## config.mk

```make
export PLATFORM = sky130hd
export DESIGN_NAME = spe
export DESIGN_NICKNAME = d
export VERILOG_FILES = /design/src/rtl/spe.sv
export SDC_FILE = /design/constraint.sdc
export NUM_CORES = 1
export LEC_CHECK = 0
export CORE_MARGIN = 3
export CORE_UTILIZATION = 51
export DETAILED_ROUTE_END_ITERATION = 10
export PLACE_DENSITY = 0.77
export SYNTH_ARGS = -nofsm -noshare
export SYNTH_HDL_FRONTEND = slang
export SYNTH_SLANG_ARGS = --single-unit
```

## constraint.sdc

```tcl
create_clock -name clk -period 3.6 [get_ports clk]
set_input_delay 0.72 -clock clk [delete_from_list [all_inputs] [get_ports clk]]
set_output_delay 0.72 -clock clk [all_outputs]
set_load 0.03 [all_outputs]
```

## src/rtl/spe.sv

```systemverilog
// Spiking PE: accumulates partial sums, fires against THRESHOLD, emits via a 2-deep queue.
// Optional build macro SPE_SATURATE_EN makes PSUM accumulation saturate instead of wrap.
module spe #(
  parameter logic [3:0]  PE_ID     = 4'd0,
  parameter logic [24:0] THRESHOLD = 25'd64,
  parameter logic [3:0]  DEST_ADDR = 4'd12
) (
  input  logic        clk,
  input  logic        rst_n,
  input  logic [34:0] in_data,
  input  logic        in_valid,
  output logic        in_ready,
  output logic [34:0] out_data,
  output logic        out_valid,
  input  logic        out_ready
);

  localparam logic [3:0]  OP_PSUM = 4'd0;
  localparam logic [3:0]  OP_PREV = 4'd2;
  localparam logic [3:0]  OP_SPK  = 4'd3;
  localparam logic [3:0]  OP_TS   = 4'd15;
  localparam logic [24:0] ONES    = 25'h1FFFFFF;

  logic [24:0] acc;
  logic [24:0] ts_cnt;
  logic [34:0] q0;
  logic [34:0] q1;
  logic [1:0]  cnt;
  logic        rdy;

  logic [3:0]  addr;
  logic [3:0]  op;
  logic [24:0] data;
  logic        hit;
  logic        pop;

  logic [24:0] acc_nxt;
  logic [24:0] ts_nxt;
  logic [1:0]  push_n;
  logic [34:0] p0;
  logic [34:0] p1;

  logic [25:0] sum;
  logic [24:0] psum_acc;
  logic [25:0] pot;
  logic        spike;
  logic [25:0] res_w;
  logic [24:0] res;

  assign addr = in_data[32:29];
  assign op   = in_data[28:25];
  assign data = in_data[24:0];

  // Accept only into an empty queue, so push and pop never coincide.
  assign in_ready  = rdy && (cnt == 2'd0);
  assign out_valid = (cnt != 2'd0);
  assign out_data  = q0;

  assign hit = in_valid && in_ready && (addr == PE_ID);
  assign pop = out_valid && out_ready;

  assign sum = {1'b0, acc} + {1'b0, data};
`ifdef SPE_SATURATE_EN
  assign psum_acc = sum[25] ? ONES : sum[24:0];
`else
  assign psum_acc = sum[24:0];
`endif

  assign pot   = {1'b0, data} + {1'b0, acc};
  assign spike = (pot >= {1'b0, THRESHOLD});
  assign res_w = spike ? (pot - {1'b0, THRESHOLD}) : pot;
  assign res   = res_w[25] ? ONES : res_w[24:0];

  always_comb begin
    acc_nxt = acc;
    ts_nxt  = ts_cnt;
    push_n  = 2'd0;
    p0      = q0;
    p1      = q1;
    if (hit) begin
      unique case (1'b1)
        (op == OP_PSUM): begin
          acc_nxt = psum_acc;
        end
        (op == OP_TS): begin
          acc_nxt = '0;
          ts_nxt  = ts_cnt + 25'd1;
          push_n  = 2'd1;
          p0      = {2'b00, DEST_ADDR, OP_TS, ts_cnt + 25'd1};
        end
        (op == OP_PREV): begin
          acc_nxt = '0;
          push_n  = spike ? 2'd2 : 2'd1;
          p0      = {2'b00, DEST_ADDR, OP_PREV, res};
          p1      = {2'b00, DEST_ADDR, OP_SPK, 21'd0, PE_ID};
        end
        default: begin
        end
      endcase
    end
  end

  always_ff @(posedge clk or negedge rst_n) begin
    if (!rst_n) begin
      acc    <= '0;
      ts_cnt <= '0;
      q0     <= '0;
      q1     <= '0;
      cnt    <= 2'd0;
      rdy    <= 1'b0;
    end else begin
      rdy    <= 1'b1;
      acc    <= acc_nxt;
      ts_cnt <= ts_nxt;
      if (push_n != 2'd0) begin
        q0  <= p0;
        q1  <= p1;
        cnt <= push_n;
      end else if (pop) begin
        q0  <= q1;
        cnt <= cnt - 2'd1;
      end
    end
  end

endmodule

```

==> results of run 1 <==
synthesized netlist by cell type, types with 4 or more instances:
| library cell | instances |
|---|---|
| and2_1 | 7 |
| a21oi_1 | 51 |
| or3_1 | 6 |
| nor2_1 | 38 |
| xnor2_1 | 41 |
| buf_2 | 5 |
| clkbuf_1 | 24 |
| a21oi_2 | 4 |
| a21o_1 | 9 |
| ha_1 | 29 |
| nand3_1 | 27 |
| inv_1 | 19 |
| and4_1 | 4 |
| dfrtp_1 | 82 |
| nor3_1 | 20 |
| nand4_1 | 13 |
| nand2b_1 | 6 |
| and3_1 | 13 |
| nand2_1 | 119 |
| o2111ai_1 | 4 |
| buf_4 | 7 |
| a31oi_1 | 5 |
| o21ai_0 | 51 |
| a22oi_1 | 5 |
| o211ai_1 | 6 |
| nor4_1 | 5 |
| o21ai_1 | 20 |
| xor2_1 | 27 |
timing repair:
| item | in CTS | in global routing |
|---|---|---|
| cloned | 1 | 0 |
| resized for setup | 112 | 43 |
| hold endpoints to repair | 0 | 0 |
| endpoints found under the setup margin | 27 | 27 |
| setup buffers | 25 | 10 |
| pin swaps | 58 | 39 |
cells by family after synthesis:
logic type / count (synthesis) / share of synthesized area [%]
AOI/OAI and AO/OA: 198 / 21.3
DFF: 82 / 33.4
xor gates and xnor gates: 72 / 10.9
other: 2 / 0.122
and+or+nand+nor: 283 / 23.4
buffers and inverters: 57 / 4.26
muxes: 2 / 0.326
adders and majority gates: 30 / 6.24
flip-flops by register name, summed over array words and instances (netlist names):
register	cells
out_data	28
ts_cnt	25
rdy	1
cnt	2
q1	1
acc	25
power groups by stage:
stage	sequential (mW)	clock, mW	combinational (mW)
after floorplan	0.969	0	0.250
after global placement	0.968	0	0.455
after detailed placement	0.969	0	0.468
after CTS	0.954	0.861	0.516
after global routing	0.956	0.908	0.597
final	0.955	0.861	0.559
layout make-up:
cell class	count	share of cell area, %
Sequential cell	82	22.3
Multi-Input combinational cell	590	50.0
Timing Repair Buffer	244	22.0
Tap cell	143	1.94
Clock inverter	2	0.150
Clock buffer	12	2.79
Inverter	19	0.775
routing by layer:
metal	track usage (%)	share of wire, %
met5	0	0
met4	10.4	3.0
met3	3.92	6.4
met2	51.7	48
met1	40.4	42
worst min-delay path by stage:
stage	end	cells past startpoint	start	slack, ps
after CTS	q1[25]	1	q1[25]	470
after global placement	q1[25]	1	q1[25]	450
after global routing	q1[25]	1	q1[25]	510
final	q1[25]	1	q1[25]	470
after detailed placement	q1[25]	1	q1[25]	450
after floorplan	acc[0]	0	rst_n	420
critical path, stage by stage:
cell,delay [ps]
buf_6,100
ha_4,150
fa_2,390
a211oi_4,290
o211ai_2,160
a211oi_2,330
buf_4,180
nand2_2,60
or4_4,570
buf_6,160
nor3_4,160
nand2_2,130
nor2_2,160
nor2_2,90
nor4_4,280
o21ai_1,100
per-stage QoR:
| stage | std cells | total power [mW] |
|---|---|---|
| CTS | 1084 | 2.33 |
| detailed placement | 1045 | 1.44 |
| finish | 1092 | 2.37 |
| global route | 1092 | 2.46 |
| global placement | 1045 | 1.42 |
| floorplan | 729 | 1.22 |
==> results.json, run 1 <==
{
  "synth_cell_types": 81,
  "overflow": 0,
  "grt_max_degree": 83,
  "slew_viol_final": 0,
  "vias": 6656,
  "coreArea_sq_um": 11600,
  "fin_nets": 1015,
  "syn_area_per_cell_sq_um": 8.46,
  "fin_tns_setup_ps": -2800,
  "port_buffers": 69,
  "yosys_register_bits": 82,
  "power.density_nw_per_um2": 258,
  "grt_pass1_wl_microns": 32300,
  "drv_cap": 0,
  "min_path_type": "flop to flop",
  "firstDrtPassIters": 6,
  "ys_warn_count": 0,
  "pwr-share-clk_pct": 36.2,
  "syn_area_sq_um": 6140,
  "p_leak_nw": 4.14,
  "setup_viol": 26,
  "htree_levels": 3,
  "gp_congestion": 0.939,
  "routedWlPerCell_microns": 19.3,
  "cts_root_buf": "clkbuf_16",
  "seq_area_frac_synth_pct": 33.4,
  "holdWs_ps": 469,
  "multiInputGateArea_sq_um": 4600,
  "synth-edff-count": 0,
  "critPathRequiredTime_ps": 3820,
  "n_antenna_cell": 0,
  "die_y_microns": 116,
  "p_comb_share_pct": 23.5,
  "ant_nets": 0,
  "clk_latency_ps": 340,
  "worst_slack_ps": -232,
  "worst_pin_slew_ps": 1030,
  "drt-vias-per-instance": 6.10,
  "area_growth_pct": 49.9,
  "cp_max_fo": 3,
  "crit_end": "out_data[14]",
  "grt_pass1_vias": 6502,
  "synth_top_area_share_pct": 33.4,
  "cts_sinks": 82,
  "rows": 39,
  "end_kind": "flop",
  "antenna_found_initial": 0,
  "intPower_mw": 1.68,
  "fin_util_pct": 79.3,
  "die_area_sq_um": 13400,
  "arrival_ps": 4050,
  "clk_pin_slew_worst_paths_ps": 60,
  "regArea_sq_um": 2050,
  "rrSetupSlack_ps": -190,
  "place_ws_ps": -954,
  "slew_headroom_pct": 31.3,
  "drt_iter0_drc": 572,
  "cts_hold_buffers": 0,
  "place_hpwl_microns": 13800,
  "io_pins": 76,
  "ys.flop_type": "dfrtp_1",
  "start_util_pct": 52.9,
  "grt_use_total_pct": 30.4,
  "violations": "setup timing",
  "fmax_ghz": 0.261,
  "drt_wl_total_microns": 21100,
  "rsz0062_at_grt": "true",
  "clk_path_buf_depth": 2,
  "final_common_cell": "buf_4",
  "synthCells": 726,
  "r2r_cells": 15,
  "p_seq_share_pct": 40.2,
  "cp-startpoint": "in_data[0]",
  "final_cell_mix": "buf_4, nand2_1, dfrtp_1",
  "startpoint_type": "input pin",
  "finalInstanceArea_sq_um": 9200,
  "cts_tree": "done",
  "drc": 0,
  "drive_gt1_share_pct": 34.2,
  "r2r-start": "acc[0]",
  "swShare_pct": 29.0,
  "power.switching_mw": 0.690,
  "fin_crit_sh_pct": 106,
  "synth_area_leaders": "dfrtp_1, nand2_1, ha_1",
  "fin_skew_ps": 10.2,
  "criticalPathCategory": "input pin to flop",
  "async_flop_share_pct": 100,
  "num-fill-cells": 722,
  "fin_crit_ps": 3830,
  "finalHoldViolations": 0,
  "chipWidth_microns": 116,
  "vdd_ir_drop_max_uv": 259,
  "r2r_end": "out_data[14]",
  "cts_buffers": 9,
  "postPlaceCellArea_sq_um": 7960,
  "yosysTopAreaCell": "dfrtp_1",
  "status": "complete, but fails checks"
}
Note: power is estimated with default switching activity, not from simulation.
==> run 2: changes to the inputs <==
--- a/config.mk
+++ b/config.mk
@@ -6,9 +6,9 @@
 export NUM_CORES = 1
 export LEC_CHECK = 0
 export CORE_MARGIN = 3
-export CORE_UTILIZATION = 51
+export CORE_UTILIZATION = 54
 export DETAILED_ROUTE_END_ITERATION = 10
-export PLACE_DENSITY = 0.77
+export PLACE_DENSITY = 0.85
 export SYNTH_ARGS = -nofsm -noshare
 export SYNTH_HDL_FRONTEND = slang
 export SYNTH_SLANG_ARGS = --single-unit
==> constraint.sdc (replaced) <==
create_clock -name clk -period 4.05 [get_ports clk]
set_input_delay 0.81 -clock clk [delete_from_list [all_inputs] [get_ports clk]]
set_output_delay 0.81 -clock clk [all_outputs]
set_load 0.03 [all_outputs]
==> run 2 against run 1 <==
Effect of this change:
- combinational power is 14% lower
- highest routed layer unchanged
- largest cell class unchanged
- global-route usage is 1.7 points higher
- non-clock buffer count is 22 lower
- the run still ends with setup timing left
- sequential cell count stayed put
==> results.json, run 2 (synthesis results as in run 1) <==
{
  "criticalPathCategory": "input pin to flop",
  "min_path_cells": 2,
  "clk_latency_ps": 340,
  "slew_viol_final": 0,
  "htree_levels": 3,
  "fin_crit_ps": 4300,
  "worst_pin_slew_ps": 1050,
  "drt_wl_total_microns": 23100,
  "gp_congestion": 0.969,
  "place_hpwl_microns": 13600,
  "p_seq_share_pct": 37.6,
  "clk_pin_slew_worst_paths_ps": 60,
  "finalHoldViolations": 0,
  "cts_buffers": 9,
  "end_kind": "flop",
  "holdCritStartpoint": "out_data[19]",
  "arrival_ps": 4530,
  "regArea_sq_um": 2050,
  "setup_viol": 5,
  "num-fill-cells": 605,
  "startpoint_type": "input pin",
  "vdd_ir_drop_max_uv": 256,
  "routedWlPerCell_microns": 21.6,
  "port_buffers": 69,
  "drive_gt1_share_pct": 28.4,
  "path_cells": "dlygate4sd2_1 > ha_4 > o211ai_1 > o211ai_2 > buf_4 > a21oi_4 > or2_4 > buf_4 > ha_4 > nand2_2 > or4_4 > nor3_2 > nand2_2 > nor4b_4 > xor2_1 > o21ai_1 > nand2_1",
  "power.switching_mw": 0.632,
  "chipWidth_microns": 113,
  "critPathRequiredTime_ps": 4280,
  "rows": 38,
  "start_util_pct": 55.9,
  "cpPeakStageDelay_ps": 580,
  "rrSetupSlack_ps": -90,
  "power.density_nw_per_um2": 256,
  "clk_path_buf_depth": 2,
  "cp-startpoint": "in_data[2]",
  "status": "complete, but fails checks",
  "holdPathEnd": "out_data[19]",
  "r2r-start": "acc[0]",
  "cp_max_fo": 4,
  "fin_nets": 994,
  "drt-vias-per-instance": 6.61,
  "largest_register_ffs": 28,
  "final_common_cell": "buf_4",
  "grt_max_degree": 83,
  "grt_pass1_wl_microns": 33100,
  "final_cell_mix": "buf_4, nand2_1, dfrtp_1",
  "r2r_end": "out_data[22]",
  "fmax_ghz": 0.233,
  "cp_slowest_cell": "or4_4",
  "min_path_type": "flop to flop",
  "grt_pass1_vias": 6833,
  "drt_iter0_drc": 958,
  "worst_slack_ps": -248,
  "ant_nets": 0,
  "die_area_sq_um": 12700,
  "io_pins": 76,
  "p_leak_nw": 4.06,
  "overflow": 0,
  "firstDrtPassIters": 6,
  "vias": 7073,
  "area_growth_pct": 44.1,
  "intPower_mw": 1.64,
  "coreArea_sq_um": 11000,
  "cts_sinks": 82,
  "antenna_found_initial": 0,
  "multiInputGateArea_sq_um": 4320,
  "p_comb_share_pct": 21.1,
  "n_antenna_cell": 0,
  "r2r_cells": 15,
  "cts_root_buf": "clkbuf_16",
  "cts_tree": "done",
  "swShare_pct": 27.9,
  "slew_headroom_pct": 29.9,
  "die_y_microns": 113,
  "fin_skew_ps": 9.73,
  "power.total_mw": 2.27,
  "drv_cap": 0,
  "cts_hold_buffers": 0,
  "drc": 0,
  "fin_crit_sh_pct": 106,
  "violations": "setup timing",
  "pwr-share-clk_pct": 41.3,
  "grt_use_total_pct": 32.1,
  "holdWs_ps": 484
}
run 2: worst max path at each step:
stage | end | slack [ps] | cells after the start
final | out_data[22] | -250 | 17
after global routing | out_data[22] | -260 | 16
after CTS | out_data[3] | 2 | 16
after detailed placement | out_data[13] | -730 | 17
after global placement | out_data[13] | -510 | 17
after floorplan | out_data[12] | 20 | 14
run 2: layout make-up:
type,count,area share (%)
clock inverter,5,1.16
clock buffer,11,2.63
timing repair buffer,222,21.4
multi-input combinational,591,48.8
inverter,19,0.806
sequential,82,23.2
tap,140,1.98
run 2: routing by layer:
metal  global-route usage [%]  wire [microns]
met5                        0               0
met2                     56.7           11300
met1                     37.6            8010
met3                     5.12            1970
met4                     16.1            1820
run 2: worst max-delay path, delay by kind of cell:
family / cells / cell delay (ps)
and+or+nand+nor: 7 / 1860
AOI/OAI and AO/OA: 4 / 820
buffers and inverters: 3 / 560
adders and majority gates: 2 / 370
xor gates and xnor gates: 1 / 120
run 2: power groups by stage:
stage                     logic, mW  registers [mW]  clock network [mW]
final                         0.478           0.853               0.937
after global routing          0.505           0.852               0.970
after CTS                     0.433           0.848               0.930
after detailed placement      0.401           0.862                   0
after global placement        0.386           0.860                   0
after floorplan               0.216           0.861                   0
run 2: stage by stage:
stage	utilization [%]	area (sq um)	instances	setup WS, ps	setup TNS, ps
global route	80.5	8840	1070	-261	-1460
finish	80.5	8840	1070	-248	-477
global placement	71.7	7870	1036	-511	-10560
detailed placement	71.7	7870	1036	-733	-14980
floorplan	-	6160	729	21.7	0
CTS	77.3	8490	1062	2.19	0
run 2: repair_timing:
action | CTS | global route
endpoints found under the setup margin | 27 | 26
setup buffers | 8 | 9
gates cloned | 2 | 0
pin swaps | 25 | 46
resized for setup | 45 | 58
==> run 3: changes to the inputs <==
--- a/config.mk
+++ b/config.mk
@@ -5,10 +5,13 @@
 export SDC_FILE = /design/constraint.sdc
 export NUM_CORES = 1
 export LEC_CHECK = 0
+export CELL_PAD_IN_SITES_DETAIL_PLACEMENT = 0
+export CELL_PAD_IN_SITES_GLOBAL_PLACEMENT = 1
 export CORE_MARGIN = 3
-export CORE_UTILIZATION = 54
+export CORE_UTILIZATION = 43
 export DETAILED_ROUTE_END_ITERATION = 10
-export PLACE_DENSITY = 0.85
+export PLACE_DENSITY = 0.89
+export SLEW_MARGIN = 5
 export SYNTH_ARGS = -nofsm -noshare
 export SYNTH_HDL_FRONTEND = slang
 export SYNTH_SLANG_ARGS = --single-unit
==> run 3 against run 2 <==
Effect of this change:
- the flow now finishes without violations
- worst setup slack gained 370 ps
- final area grew 2.2%
- sequential share of layout area shrank 0.49 points
- final cell count rose by 4.2%
- worst hold slack got worse by 13 ps
- non-clock buffer count up 5
- utilization is 16 points lower
- wire length shrank 19%
- clock-buffer cell count did not move
- sequential cell count unchanged
- largest power group is now sequential cells
==> results.json, run 3 (synthesis results as in run 1) <==
{
  "min_path_type": "flop to flop",
  "worst_pin_slew_ps": 1040,
  "critPathRequiredTime_ps": 4270,
  "overflow": 0,
  "criticalPathCategory": "input pin to flop",
  "power.density_nw_per_um2": 236,
  "drc": 0,
  "fin_skew_ps": 8.79,
  "fin_util_pct": 64.8,
  "fin_crit_sh_pct": 97.0,
  "grt_use_total_pct": 23.0,
  "io_pins": 76,
  "cts_hold_buffers": 0,
  "grt_max_degree": 83,
  "final_common_cell": "buf_4",
  "drt_wl_total_microns": 18700,
  "p_leak_nw": 4.13,
  "pwr-share-clk_pct": 38.9,
  "antenna_found_initial": 0,
  "start_util_pct": 44.1,
  "slew_viol_final": 0,
  "area_growth_pct": 47.2,
  "vias": 6218,
  "grt_pass1_wl_microns": 30000,
  "fmax_ghz": 0.255,
  "coreArea_sq_um": 13900,
  "power.switching_mw": 0.584,
  "status": "complete, no violations",
  "arrival_ps": 4150,
  "setup_viol": 0,
  "die_area_sq_um": 15700,
  "place_hpwl_microns": 13800,
  "gp_congestion": 0.915,
  "fin_nets": 999,
  "clk_path_buf_depth": 2,
  "postPlaceCellArea_sq_um": 7960,
  "htree_levels": 3,
  "drt-vias-per-instance": 5.58,
  "drive_gt1_share_pct": 30.2,
  "drt_iter0_drc": 432,
  "cts_buffers": 9,
  "path_cells": "clkdlybuf4s50_1 > ha_1 > nand4_1 > buf_4 > nor3_2 > nand3_1 > and3_4 > or3_1 > and4bb_2 > and2_4 > o2111ai_4 > xnor2_2 > buf_4 > o2111ai_1 > a22o_1",
  "worst_slack_ps": 122,
  "cpPeakStageDelay_ps": 400,
  "clk_latency_ps": 340,
  "grt_pass1_vias": 6181,
  "cp_max_fo": 6,
  "cts_root_buf": "clkbuf_16",
  "largest_register_ffs": 28,
  "power.total_mw": 2.13,
  "port_buffers": 69,
  "p_comb_share_pct": 21.4,
  "place_ws_ps": -625,
  "n_antenna_cell": 0,
  "ant_nets": 0,
  "cp-startpoint": "in_data[11]",
  "drv_cap": 0,
  "finalInstanceArea_sq_um": 9030,
  "routedWlPerCell_microns": 16.8,
  "r2r-start": "acc[0]",
  "cp_slowest_cell": "clkdlybuf4s50_1",
  "chipWidth_microns": 125,
  "fin_crit_ps": 3930,
  "startpoint_type": "input pin",
  "finalHoldViolations": 0,
  "firstDrtPassIters": 8,
  "slew_headroom_pct": 30.5,
  "cts_sinks": 82,
  "vdd_ir_drop_max_uv": 205,
  "intPower_mw": 1.55,
  "holdCritStartpoint": "q1[25]",
  "num-fill-cells": 1142,
  "clk_pin_slew_worst_paths_ps": 60,
  "die_y_microns": 125,
  "end_kind": "flop",
  "cts_tree": "done",
  "crit_path_frequent_cell": "buf_4",
  "rows": 43,
  "swShare_pct": 27.4,
  "final_cell_mix": "buf_4, nand2_1, dfrtp_1",
  "p_seq_share_pct": 39.8
}
## run 3: changes by cell type in the layout (fill, tap and decap cells not counted), sizes merged
cell and delta:
dlymetal6s2s +5, dlygate4sd2 -3, bufinv -2, buf +6
clkdlybuf4s15 +1, clkdlybuf4s50 -3, clkbuf -1, clkinv +2
## run 3: cell type report
type                    count  area [sq um]  area share [%]
multi-input cells         591          4460            49.3
flip-flops and latches     82          2050            22.7
repair buffers            227          1920            21.3
clock buffers              11           253            2.80
well taps                 180           225            2.49
inverters                  19          71.3           0.789
clock inverters             5          52.6           0.582
## run 3: power by group through the flow
stage | logic (mW) | registers [mW] | clock network, mW
after floorplan | 0.216 | 0.861 | 0
after global placement | 0.395 | 0.860 | 0
after detailed placement | 0.403 | 0.861 | 0
after CTS | 0.415 | 0.847 | 0.838
after global routing | 0.495 | 0.849 | 0.870
final | 0.455 | 0.848 | 0.828
## run 3: stage by stage
stage	std cells	TNS [ps]	hold WS [ps]
after global routing	1115	-407	490
final	1115	0	471
after CTS	1104	0	474
after floorplan	729	0	435
after global placement	1083	-12160	452
after detailed placement	1083	-14030	456
## run 3: critical path, delay by kind of cell
kind	cells	cell delay (ps)
compound gates	3	510
simple gates	7	1580
fa+ha+maj	1	320
buf+inv	3	770
xor+xnor	1	150
## run 3: timing repair
item / in CTS / in global routing
gates cloned: 0 / 1
pin swaps: 19 / 45
hold endpoints to repair: 0 / 0
setup endpoints to repair: 27 / 26
buffers inserted: 5 / 11
gates resized for setup: 34 / 95
## run 3: final timing paths
kind	to	slack (ps)	cells after the start
worst min-delay path	q1[25]	470	1
min in group asynchronous	ts_cnt[24]	630	1
max in group asynchronous	out_data[3]	2720	1
worst max register to register	out_data[4]	290	16
worst min register to register	q1[25]	470	1
worst max-delay path	out_data[11]	120	15
## run 3: routing by layer
layer | global-route usage [%] | part of all wire (%) | vias up
li1 | - | - | 2994
met1 | 29.3 | 41 | 3002
met2 | 41.0 | 52 | 190
met3 | 3.59 | 5.1 | 32
met4 | 5.10 | 1.3 | 0
met5 | 0 | 0 | -
